<file path="src/rtl/mux_sweep_ctrl.sv">
`default_nettype none
// ============================================================================
// Module   : mux_sweep_ctrl
// Purpose  : Self-check sequencer for the 2:1 select datapath
//            z = (c & b) | (a & ~c). On start it walks {a,b,c} through
//            000..111, holds each vector for SETTLE cycles, then samples z
//            against the golden value (c ? b : a) and accumulates results.
// Ports    : clk, rst_n          - clock, async active-low reset
//            start, abort        - run request (IDLE only), cancel (busy only)
//            z                   - datapath output under test
//            a_o, b_o, c_o       - registered datapath stimulus
//            busy, done          - WAIT/CHECK indicator, end-of-sweep pulse
//            pass, fail_cnt      - sweep verdict and mismatch count
//            first_fail_vec/_valid - {a,b,c} of the first mismatch
// Revision : 1.0 - initial release
// ============================================================================
module mux_sweep_ctrl #(
   parameter int SETTLE = 1,
   parameter int CNT_W  = 4
) (
   input  logic             clk,
   input  logic             rst_n,
   input  logic             start,
   input  logic             abort,
   input  logic             z,
   output logic             a_o,
   output logic             b_o,
   output logic             c_o,
   output logic             busy,
   output logic             done,
   output logic             pass,
   output logic [CNT_W-1:0] fail_cnt,
   output logic [2:0]       first_fail_vec,
   output logic             first_fail_valid
);

   localparam logic [1:0] S_IDLE  = 2'd0;
   localparam logic [1:0] S_WAIT  = 2'd1;
   localparam logic [1:0] S_CHECK = 2'd2;
   localparam logic [1:0] S_DONE  = 2'd3;

   localparam logic [3:0]       C_SETTLE_M1 = 4'(SETTLE - 1);
   localparam logic [CNT_W-1:0] C_CNT_ONE   = {{(CNT_W-1){1'b0}}, 1'b1};

   logic [1:0] r_state;
   logic [1:0] w_next;
   logic [3:0] r_cnt;
   logic [2:0] r_idx;
   logic       w_exp;
   logic       w_mis;
   logic       w_accept;

   // Stimulus bits are the vector index itself, so they are registered.
   assign {a_o, b_o, c_o} = r_idx;
   assign w_exp           = c_o ? b_o : a_o;
   assign w_mis           = z ^ w_exp;
   assign w_accept        = start & ~abort;

   // ---------------- state register ----------------
   always_ff @(posedge clk or negedge rst_n) begin
      if (!rst_n) begin
         r_state <= S_IDLE;
      end else begin
         r_state <= w_next;
      end
   end

   // ---------------- next-state logic ----------------
   always_comb begin
      w_next = r_state;
      case (r_state)
         S_IDLE:  if (w_accept) w_next = S_WAIT;
         S_WAIT: begin
            if (abort)              w_next = S_IDLE;
            else if (r_cnt == 4'd0) w_next = S_CHECK;
         end
         S_CHECK: begin
            if (abort)              w_next = S_IDLE;
            else if (r_idx == 3'd7) w_next = S_DONE;
            else                    w_next = S_WAIT;
         end
         S_DONE:  w_next = S_IDLE;
         default: w_next = S_IDLE;
      endcase
   end

   // ---------------- state-decoded outputs ----------------
   always_comb begin
      busy = 1'b0;
      done = 1'b0;
      case (r_state)
         S_WAIT, S_CHECK: busy = 1'b1;
         S_DONE:          done = 1'b1;
         default:         ;
      endcase
   end

   // ---------------- sweep datapath ----------------
   always_ff @(posedge clk or negedge rst_n) begin
      if (!rst_n) begin
         r_idx            <= 3'd0;
         r_cnt            <= 4'd0;
         pass             <= 1'b0;
         fail_cnt         <= '0;
         first_fail_vec   <= 3'd0;
         first_fail_valid <= 1'b0;
      end else begin
         case (r_state)
            S_IDLE: begin
               if (w_accept) begin
                  r_idx            <= 3'd0;
                  r_cnt            <= C_SETTLE_M1;
                  fail_cnt         <= '0;
                  pass             <= 1'b0;
                  first_fail_valid <= 1'b0;
                  first_fail_vec   <= 3'd0;
               end
            end
            S_WAIT: begin
               if (abort) begin
                  r_idx <= 3'd0;
               end else if (r_cnt != 4'd0) begin
                  r_cnt <= r_cnt - 4'd1;
               end
            end
            S_CHECK: begin
               // An abort discards this cycle's sample entirely.
               if (abort) begin
                  r_idx <= 3'd0;
               end else begin
                  if (w_mis) begin
                     if (fail_cnt != '1) fail_cnt <= fail_cnt + C_CNT_ONE;
                     if (!first_fail_valid) begin
                        first_fail_vec   <= r_idx;
                        first_fail_valid <= 1'b1;
                     end
                  end
                  if (r_idx != 3'd7) begin
                     r_idx <= r_idx + 3'd1;
                     r_cnt <= C_SETTLE_M1;
                  end
               end
            end
            S_DONE: begin
               // fail_cnt already includes the last CHECK here.
               pass  <= (fail_cnt == '0);
               r_idx <= 3'd0;
            end
            default: r_idx <= 3'd0;
         endcase
      end
   end

endmodule
`default_nettype wire

</file>
<file path="config.mk">
export PLATFORM = sky130hd
export DESIGN_NAME = mux_sweep_ctrl
export DESIGN_NICKNAME = d
export VERILOG_FILES = /design/src/rtl/mux_sweep_ctrl.sv
export SDC_FILE = /design/constraint.sdc
export NUM_CORES = 1
export LEC_CHECK = 0
export ABC_CLOCK_PERIOD_IN_PS = 1800
export CAP_MARGIN = 40
export CORE_MARGIN = 3
export CORE_UTILIZATION = 30
export CTS_BUF_LIST = sky130_fd_sc_hd__clkbuf_4
export CTS_CLUSTER_DIAMETER = 80
export DETAILED_ROUTE_END_ITERATION = 10
export PLACE_DENSITY = 0.51
export SYNTH_ARGS = -nofsm -noshare
export SYNTH_HDL_FRONTEND = slang
export SYNTH_SLANG_ARGS = --single-unit
</file>
<file path="constraint.sdc">
create_clock -name clk -period 1.8 [get_ports clk]
set_input_delay 0.27 -clock clk [delete_from_list [all_inputs] [get_ports clk]]
set_output_delay 0.27 -clock clk [all_outputs]
set_load 0.01 [all_outputs]
</file>
# After elaboration in Yosys (flattened, before gate mapping)
# Cells that the tools add are included.
# classes
n_addsub	3
eq_ne	17
reduce_logical	15
n_bitwise	3
mux	33
# ops
cell	count
4-bit 2-to-1 mux	8
3-bit 2-to-1 mux	7
2-bit != test, second input constant	9
3-bit one-hot mux with 4 select lines	1
4-bit one-hot mux with 3 select lines	1
2-bit 2-to-1 mux	5
5-bit AND reduction	2
3-bit != test, second input constant	3
4-bit logical NOT	2
2-bit one-hot mux with 4 select lines	1
4-bit one-hot mux with 2 select lines	1
1-bit 2-to-1 mux	6
3-bit one-hot mux with 2 select lines	1
6-bit AND reduction	1
4-bit by 1-bit adder with 4-bit output, second input constant	1
2-bit equality test, second input constant	2
4-bit != test, second input constant	1
1-bit one-hot mux with 2 select lines	2
2-bit AND reduction	2
4-bit AND reduction	1
2-bit nonzero test	2
4-bit nonzero test	1
4-bit by 1-bit subtractor with 4-bit output, second input constant	1
3-bit by 1-bit adder with 3-bit output, second input constant	1
9 further kinds	9
# word_totals
output_inout_bits	14
regBits	18
in_bits	5
elab_cells	78

# Logic depth before layout (Yosys ltp)
# Gate-level depths: netlist of the first run.
# logic_depth
depth_word	5
mapped_depth	7
ltp_nobuf	6

# Least setup slack after synthesis of the first run
# OpenSTA, ideal clock, no wires.
# synth_timing
kind	reg-to-reg
startpoint	register r_state[0]
endpoint	register fail_cnt[0]
required_time_ps	1674
setup_ps	126
period_less_slack_ps	1860
setup_slack_ps	-60
n_path_buf	1
stages_incl_launch_ff	8
t_arrival_ps	1734
cell_sequence	dfrtp_1 > inv_1 > ha_1 > a21boi_2 > mux2i_2 > buf_2 > nor3_1 > a311o_1
# synth_between
elab_chain_cells	3
elab_cells_between_ends	9
classes_between	eq/ne: 5; mux: 1; reduce/logical: 3
# synth_lines
item	line	rtl
start, declared	45	logic [1:0] r_state;
start signal, assigned	64	r_state <= w_next;
2-bit equality test / 2-bit logical NOT (equally long branches)	108	case (r_state)
2-bit != test (no source line) / 2-bit nonzero test (equally long branches)	n/a	
5-bit AND reduction (no source line)	n/a	
end signal, assigned	132	if (fail_cnt != '1) fail_cnt <= fail_cnt + C_CNT_ONE;
end, declared	32	output logic [CNT_W-1:0] fail_cnt,
# Parallel ways exist; a longest one is shown, timed or not.
# A chain may end at the register's enable or synchronous reset.

# Worst setup path after layout of the first run
# layout_timing
startpoint	register r_idx[0]
endpoint	register fail_cnt[3]
# layout_between
elab_chain_cells	4
# layout_lines
item	line	rtl
start, declared	48	logic [2:0] r_idx;
start signal, assigned	139	r_idx <= r_idx + 3'd1;
1-bit 2-to-1 mux	55	assign w_exp = c_o ? b_o : a_o;
1-bit XOR	56	assign w_mis = z ^ w_exp;
2-bit != test (no source line)	n/a	
5-bit AND reduction (no source line)	n/a	
# No other way between the ends.

==> flow_summary.toml, run 1 <==
[synth]
synth.lib_cells_used.distinct = 35
synth.area.top_cells = "sky130_fd_sc_hd__dfrtp_1 38%, sky130_fd_sc_hd__ha_1 12%, sky130_fd_sc_hd__mux2i_1 5.9%"
synth.cell_area_um2 = 1190
library_cell_occupying_the_most_area_in_the_post_synthesis_netlist = "sky130_fd_sc_hd__dfrtp_1"
avgSynthCellArea_um2 = 10.3
synth.yosys.seq_area_share_pct = 37.8
warning_count_from_the_yosys_run = 0
synth.net_count = 132
synthesis.instances = 116
synth_top_cell_area_share_pct = 37.8
synth-seq-cells = 18

[critical_path]
slowest_stage = "sky130_fd_sc_hd__or4_1"
critPathMaxFanout = 6
path_class = "flip-flop to flip-flop"
crit_path_cell_trace = "mux2i_2 > xor2_2 > or4_1 > o221a_2"
cp.required_ps = 2000
reg2regPathDepth = 4
worst_setup_path_start_kind = "flip-flop"
cp_data_arrival_time_ps = 1920
timing.rr.end = "fail_cnt[3]"
setup.reg_to_reg.worst_slack_ps = 80
critical-path-max-stage-delay_ps = 520
worstSetupEndpointType = "flip-flop"
crit-reg2reg-launch = "r_idx[0]"

[placed_design]
routability_congestion = 0.785
place_inst = 192
detailedPlacementHpwl_mm = 2.00
post-place-ws_ps = -152
placement.io_buffers = 18
post_dp_cell_area_um2 = 1520

[run]
cap_violations = 0

[cells_and_area]
num-fill-cells = 375
p_r_area_growth_vs_syn_pct = 40.2
finish.cell_count_without_fillers = 203
layout.core_utilization_pct = 44.6
final_net_count = 172
mostFrequentLayoutCells = "20 x sky130_fd_sc_hd__buf_4, 17 x sky130_fd_sc_hd__dfrtp_1, 16 x sky130_fd_sc_hd__clkdlybuf4s50_1, 9 x sky130_fd_sc_hd__nand2_1, 8 x sky130_fd_sc_hd__ha_1"
num_antenna_cells = 0
ratio_of_cells_with_drive_above_1_in_the_final_layout_pct = 28.4
layout.cell_area.non_filler_um2 = 1670
mostFrequentLayoutCell = "sky130_fd_sc_hd__buf_4"

[timing]
timing_worst_slew_pin_value_ps = 399
grt_setup_unrepaired = "true"
final_max_slew_viol_count = 0
final_worst_path_period_share_pct = 95.6
period_needed_ps = 1720
fin_skew_ps = 7.41
setup-violations-final = 0
final_number_of_hold_violating_endpoints = 0
maxSlewHeadroom_pct = 73.4
layout_setup_ws_ps = 79.8
fmaxAchievable_ghz = 0.581

[routing]
route.detailed.drc = 0
postRouteWirelength_mm = 2.62
route.detailed.wl_per_inst_um = 12.9
first_pass_iters = 4
routed-via-count = 992
route.detailed.vias_per_inst = 4.89
initialDrtViolationCount = 14
route.antenna.remaining_nets = 0

[global_routing]
grt_remaining_overflow = 0
wire_length_of_the_first_global_routing_pass_mm = 4.49
grt_util_all_layers_pct = 11.3
grt_max_degree = 19
antenna_found_initial = 0
vias_in_the_first_global_route = 967

[floorplan]
die_h_um = 69.0
floorplan.die_area_um2 = 4760
fp.coreArea_um2 = 3740
num_rows = 22
die_x_um = 69.0
ios = 19
initial_utilization_pct = 31.8

[status]
run_status = "completed"

[clocking]
tritoncts.num_buffers = 3
cts_tree = "built"
master_cell_of_the_clock_root_buffer = "sky130_fd_sc_hd__clkbuf_4"
cts.htree.levels = 1
cts_num_sinks = 18
clk_pin_slew_worst_paths_ps = 110
clockBufferDepth = 2
clkLatencyLatePin_ps = 300
hold_buffers = 0

[pwr]
power_per_cell_area_nw_per_um2 = 1180
power.ir.vdd_worst_mv = 0.651
power_leakage_nw = 0.739
totalPowerFinal_mw = 1.97

[min_path]
hp-class = "input pin to asynchronous set/reset pin"
routing by layer:
metal / wire length (µm) / share of wire (%) / up-vias / GRT usage (%)
met4: 21 / 0.80 / 0 / 3.90
met2: 1280 / 49 / 21 / 18.6
met3: 95 / 3.6 / 4 / 1.90
li1: - / - / 494 / -
met1: 1230 / 47 / 473 / 15.0
met5: 0 / 0 / - / 0
synthesized netlist by cell type:
cell                         n
sky130_fd_sc_hd__a311o_1     2
sky130_fd_sc_hd__o221ai_1    1
sky130_fd_sc_hd__or4_1       1
sky130_fd_sc_hd__nor4_1      1
sky130_fd_sc_hd__a21boi_2    1
sky130_fd_sc_hd__a21o_1      2
sky130_fd_sc_hd__o21ai_0     3
sky130_fd_sc_hd__nand3b_1    2
sky130_fd_sc_hd__nor2b_1     2
sky130_fd_sc_hd__a21oi_1     2
sky130_fd_sc_hd__nand2b_1    5
sky130_fd_sc_hd__mux2i_1     7
sky130_fd_sc_hd__mux2i_2     1
sky130_fd_sc_hd__nor3_1      4
sky130_fd_sc_hd__dfrtp_1    18
sky130_fd_sc_hd__nand3_1     5
sky130_fd_sc_hd__and2_1      2
sky130_fd_sc_hd__and3b_1     3
sky130_fd_sc_hd__o221a_2     1
sky130_fd_sc_hd__o31a_1      1
sky130_fd_sc_hd__ha_1       11
sky130_fd_sc_hd__o31ai_1     2
sky130_fd_sc_hd__o21ai_1     2
sky130_fd_sc_hd__inv_1       9
sky130_fd_sc_hd__nand2_1     9
sky130_fd_sc_hd__o22a_1      2
sky130_fd_sc_hd__mux2_2      3
sky130_fd_sc_hd__nor3b_1     4
sky130_fd_sc_hd__nor2_1      2
sky130_fd_sc_hd__nor4bb_1    1
sky130_fd_sc_hd__xor2_2      1
sky130_fd_sc_hd__a22o_1      1
sky130_fd_sc_hd__clkbuf_1    1
sky130_fd_sc_hd__a2111oi_4   1
sky130_fd_sc_hd__buf_2       3
worst max-delay path: cells and delay by family (launching register included):
kind | cells | cell delay [ps]
AO/OA/AOI/OAI | 1 | 130
AND/OR/NAND/NOR | 1 | 520
multiplexers | 1 | 340
flip-flops | 1 | 480
XOR/XNOR | 1 | 150
cell families after synthesis:
group	share of synthesized area, %
AND/OR/NAND/NOR	20.0
AO/OA/AOI/OAI	15.0
flip-flops	37.8
buffers and inverters	4.41
multiplexers	9.87
adder cells (fa/ha/maj)	11.6
XOR/XNOR	1.37
cell type report:
type                       instances  area (µm²)  share of cell area, %
timing repair buffer              39         343                   20.5
sequential                        18         452                   27.0
clock inverter                     1        3.75                  0.225
tap                               48        60.1                   3.60
inverter                           9        33.8                   2.02
clock buffer                       3        22.5                   1.35
multi-input combinational         85         756                   45.2
sequential cells by signal, indices dropped and copies added, names as in the netlist:
name	cells
fail_cnt	4
r_cnt	4
first_fail_vec	3
r_idx	3
r_state	2
first_fail_valid	1
pass	1
timing repair:
action / 4_1_cts / 5_1_grt
gates resized for setup: 3 / 17
pin swaps: 0 / 6
setup buffers: 1 / 6
setup endpoints to repair: 6 / 13
through the flow:
stage               hold slack [ps]  setup TNS [ps]
floorplan                     -25.6               0
global placement                490            -649
detailed placement              504            -873
CTS                             295           -2.58
global route                    300            -109
finish                          297               0
worst max-delay path by stage:
stage	startpoint	end	slack, ps	cells after the start
3_3_place_gp	start	fail_cnt[3]	-110	5
3_5_place_dp	start	fail_cnt[3]	-150	5
5_1_grt	r_state[1]	first_fail_vec[0]	-50	5
6_report	r_idx[0]	fail_cnt[3]	80	4
4_1_cts	r_state[1]	r_cnt[3]	-3	7
2_1_floorplan	r_state[0]	fail_cnt[0]	10	7
report_power, final:
group	leakage [nW]	internal [mW]	switching [mW]
registers	0.243	0.489	0.0856
logic	0.480	0.626	0.561
clock network	0.0154	0.0807	0.133
total	0.739	1.20	0.779
Power figures use the tool's default switching activity.
==> run 2: changes to the inputs <==
CORE_ASPECT_RATIO = 0.7   (was default)
==> flow_summary.toml, run 2 (synthesis results as in run 1) <==
[critical_path]
critical-path-max-stage-delay_ps = 540
timing.critical_path.buf_inv = 1
path_class = "flip-flop to flip-flop"
slowest_stage = "sky130_fd_sc_hd__or4_1"
cp.required_ps = 1980
path_delay_family = "simple AND/OR/NAND/NOR gates"
cp_data_arrival_time_ps = 1940
critPathMaxFanout = 8
worst_setup_path_start_kind = "flip-flop"
worstSetupEndpointType = "flip-flop"
crit_path_cell_trace = "inv_2 > ha_4 > a21boi_4 > mux2i_4 > or4_1 > o221a_2"

[placed_design]
placement.io_buffers = 18
routability_congestion = 0.784
detailedPlacementHpwl_mm = 2.04
post_dp_cell_area_um2 = 1550
post-place-ws_ps = -135
place_inst = 198

[cells_and_area]
sequential_cell_area_um2 = 452
ratio_of_cells_with_drive_above_1_in_the_final_layout_pct = 28.2
layout_top_registers = "fail_cnt x4, r_cnt x4"
layout.cell_area.non_filler_um2 = 1690
multi_input_comb_area_um2 = 742
mostFrequentLayoutCell = "sky130_fd_sc_hd__buf_4"
finish.cell_count_without_fillers = 206
num-fill-cells = 337
p_r_area_growth_vs_syn_pct = 42.1
mostFrequentLayoutCells = "21 x sky130_fd_sc_hd__buf_4, 17 x sky130_fd_sc_hd__dfrtp_1, 16 x sky130_fd_sc_hd__clkdlybuf4s50_1, 9 x sky130_fd_sc_hd__nand2_1, 8 x sky130_fd_sc_hd__inv_1"
final_net_count = 174
num_antenna_cells = 0
layout.core_utilization_pct = 46.1

[floorplan]
die_h_um = 58.7
die_x_um = 81.3
initial_utilization_pct = 32.4
ios = 19
num_rows = 18
floorplan.die_area_um2 = 4770
fp.coreArea_um2 = 3670

[global_routing]
gr-usage-met2_pct = 19.3
grt_busiest_layer = "met2"
grt_remaining_overflow = 0
grt_util_all_layers_pct = 12.4
grt_max_degree = 19
wire_length_of_the_first_global_routing_pass_mm = 4.52
antenna_found_initial = 0
vias_in_the_first_global_route = 975
global_route.usage.met3_pct = 3.67
grt_use_met1_pct = 17.1

[routing]
first_pass_iters = 4
route.detailed.vias_per_inst = 4.83
route.detailed.wl_per_inst_um = 12.9
route.antenna.remaining_nets = 0
routed-via-count = 995
postRouteWirelength_mm = 2.66
initialDrtViolationCount = 46
route.detailed.drc = 0

[timing]
setup-violations-final = 0
grt_setup_unrepaired = "true"
hold_slack_ps = 305
fin_skew_ps = 9.53
fmaxAchievable_ghz = 0.568
timing_worst_slew_pin_value_ps = 401
final_worst_path_period_share_pct = 97.9
maxSlewHeadroom_pct = 73.2
layout_setup_ws_ps = 37.9
period_needed_ps = 1760
final_number_of_hold_violating_endpoints = 0
final_max_slew_viol_count = 0
totalNegativeSetupSlack_ps = 0

[pwr]
power_per_cell_area_nw_per_um2 = 1150
power.ir.vdd_worst_mv = 0.471
power_leakage_nw = 0.749
totalPowerFinal_mw = 1.95

[status]
run_status = "completed"

[clocking]
cts_tree = "built"
tritoncts.num_buffers = 3
clk_pin_slew_worst_paths_ps = 110
hold_buffers = 0
clkLatencyLatePin_ps = 290
cts.htree.levels = 1
master_cell_of_the_clock_root_buffer = "sky130_fd_sc_hd__clkbuf_4"
cts_num_sinks = 18
clockBufferDepth = 2

[min_path]
hp-class = "input pin to asynchronous set/reset pin"

[run]
cap_violations = 0
-- run 2: metal layers --
metal,vias up,share of wire (%)
li1,499,-
met1,480,50
met2,14,47
met3,2,2.9
met4,0,0.71
met5,-,0
-- run 2: final timing paths --
kind                                           to              start  slack, ps  cells after the start
worst max-delay path                  fail_cnt[3]         r_state[0]         40                      6
worst min-delay path                   r_state[1]              rst_n        300                      2
worst max register to register        fail_cnt[3]         r_state[0]         40                      6
worst min register to register  first_fail_vec[2]  first_fail_vec[2]        530                      2
max in group asynchronous              r_state[1]              rst_n       1280                      2
min in group clk                first_fail_vec[2]  first_fail_vec[2]        530                      2
-- run 2: worst register-to-register path, stage by stage, from the launching register on --
cell and delay, ps:
sky130_fd_sc_hd__dfrtp_1 400, sky130_fd_sc_hd__inv_2 100, sky130_fd_sc_hd__ha_4 160, sky130_fd_sc_hd__a21boi_4 190, sky130_fd_sc_hd__mux2i_4 130, sky130_fd_sc_hd__or4_1 540, sky130_fd_sc_hd__o221a_2 130
-- run 2: power by group --
part	total, mW	internal [mW]	switching [mW]
clock network	0.200	0.0777	0.123
logic	1.18	0.631	0.549
registers	0.568	0.489	0.0790
-- run 2: timing repair --
action,CTS,global route
cloned,0,1
resized for setup,5,12
pin swaps,1,3
setup buffers,0,4
endpoints found under the setup margin,8,15
-- run 2: layout make-up --
| type | instances | share of cell area (%) |
|---|---|---|
| Tap cell | 50 | 3.70 |
| Sequential cell | 18 | 26.7 |
| Clock buffer | 3 | 1.33 |
| Inverter | 9 | 2.00 |
| Timing Repair Buffer | 41 | 22.5 |
| Multi-Input combinational cell | 85 | 43.8 |
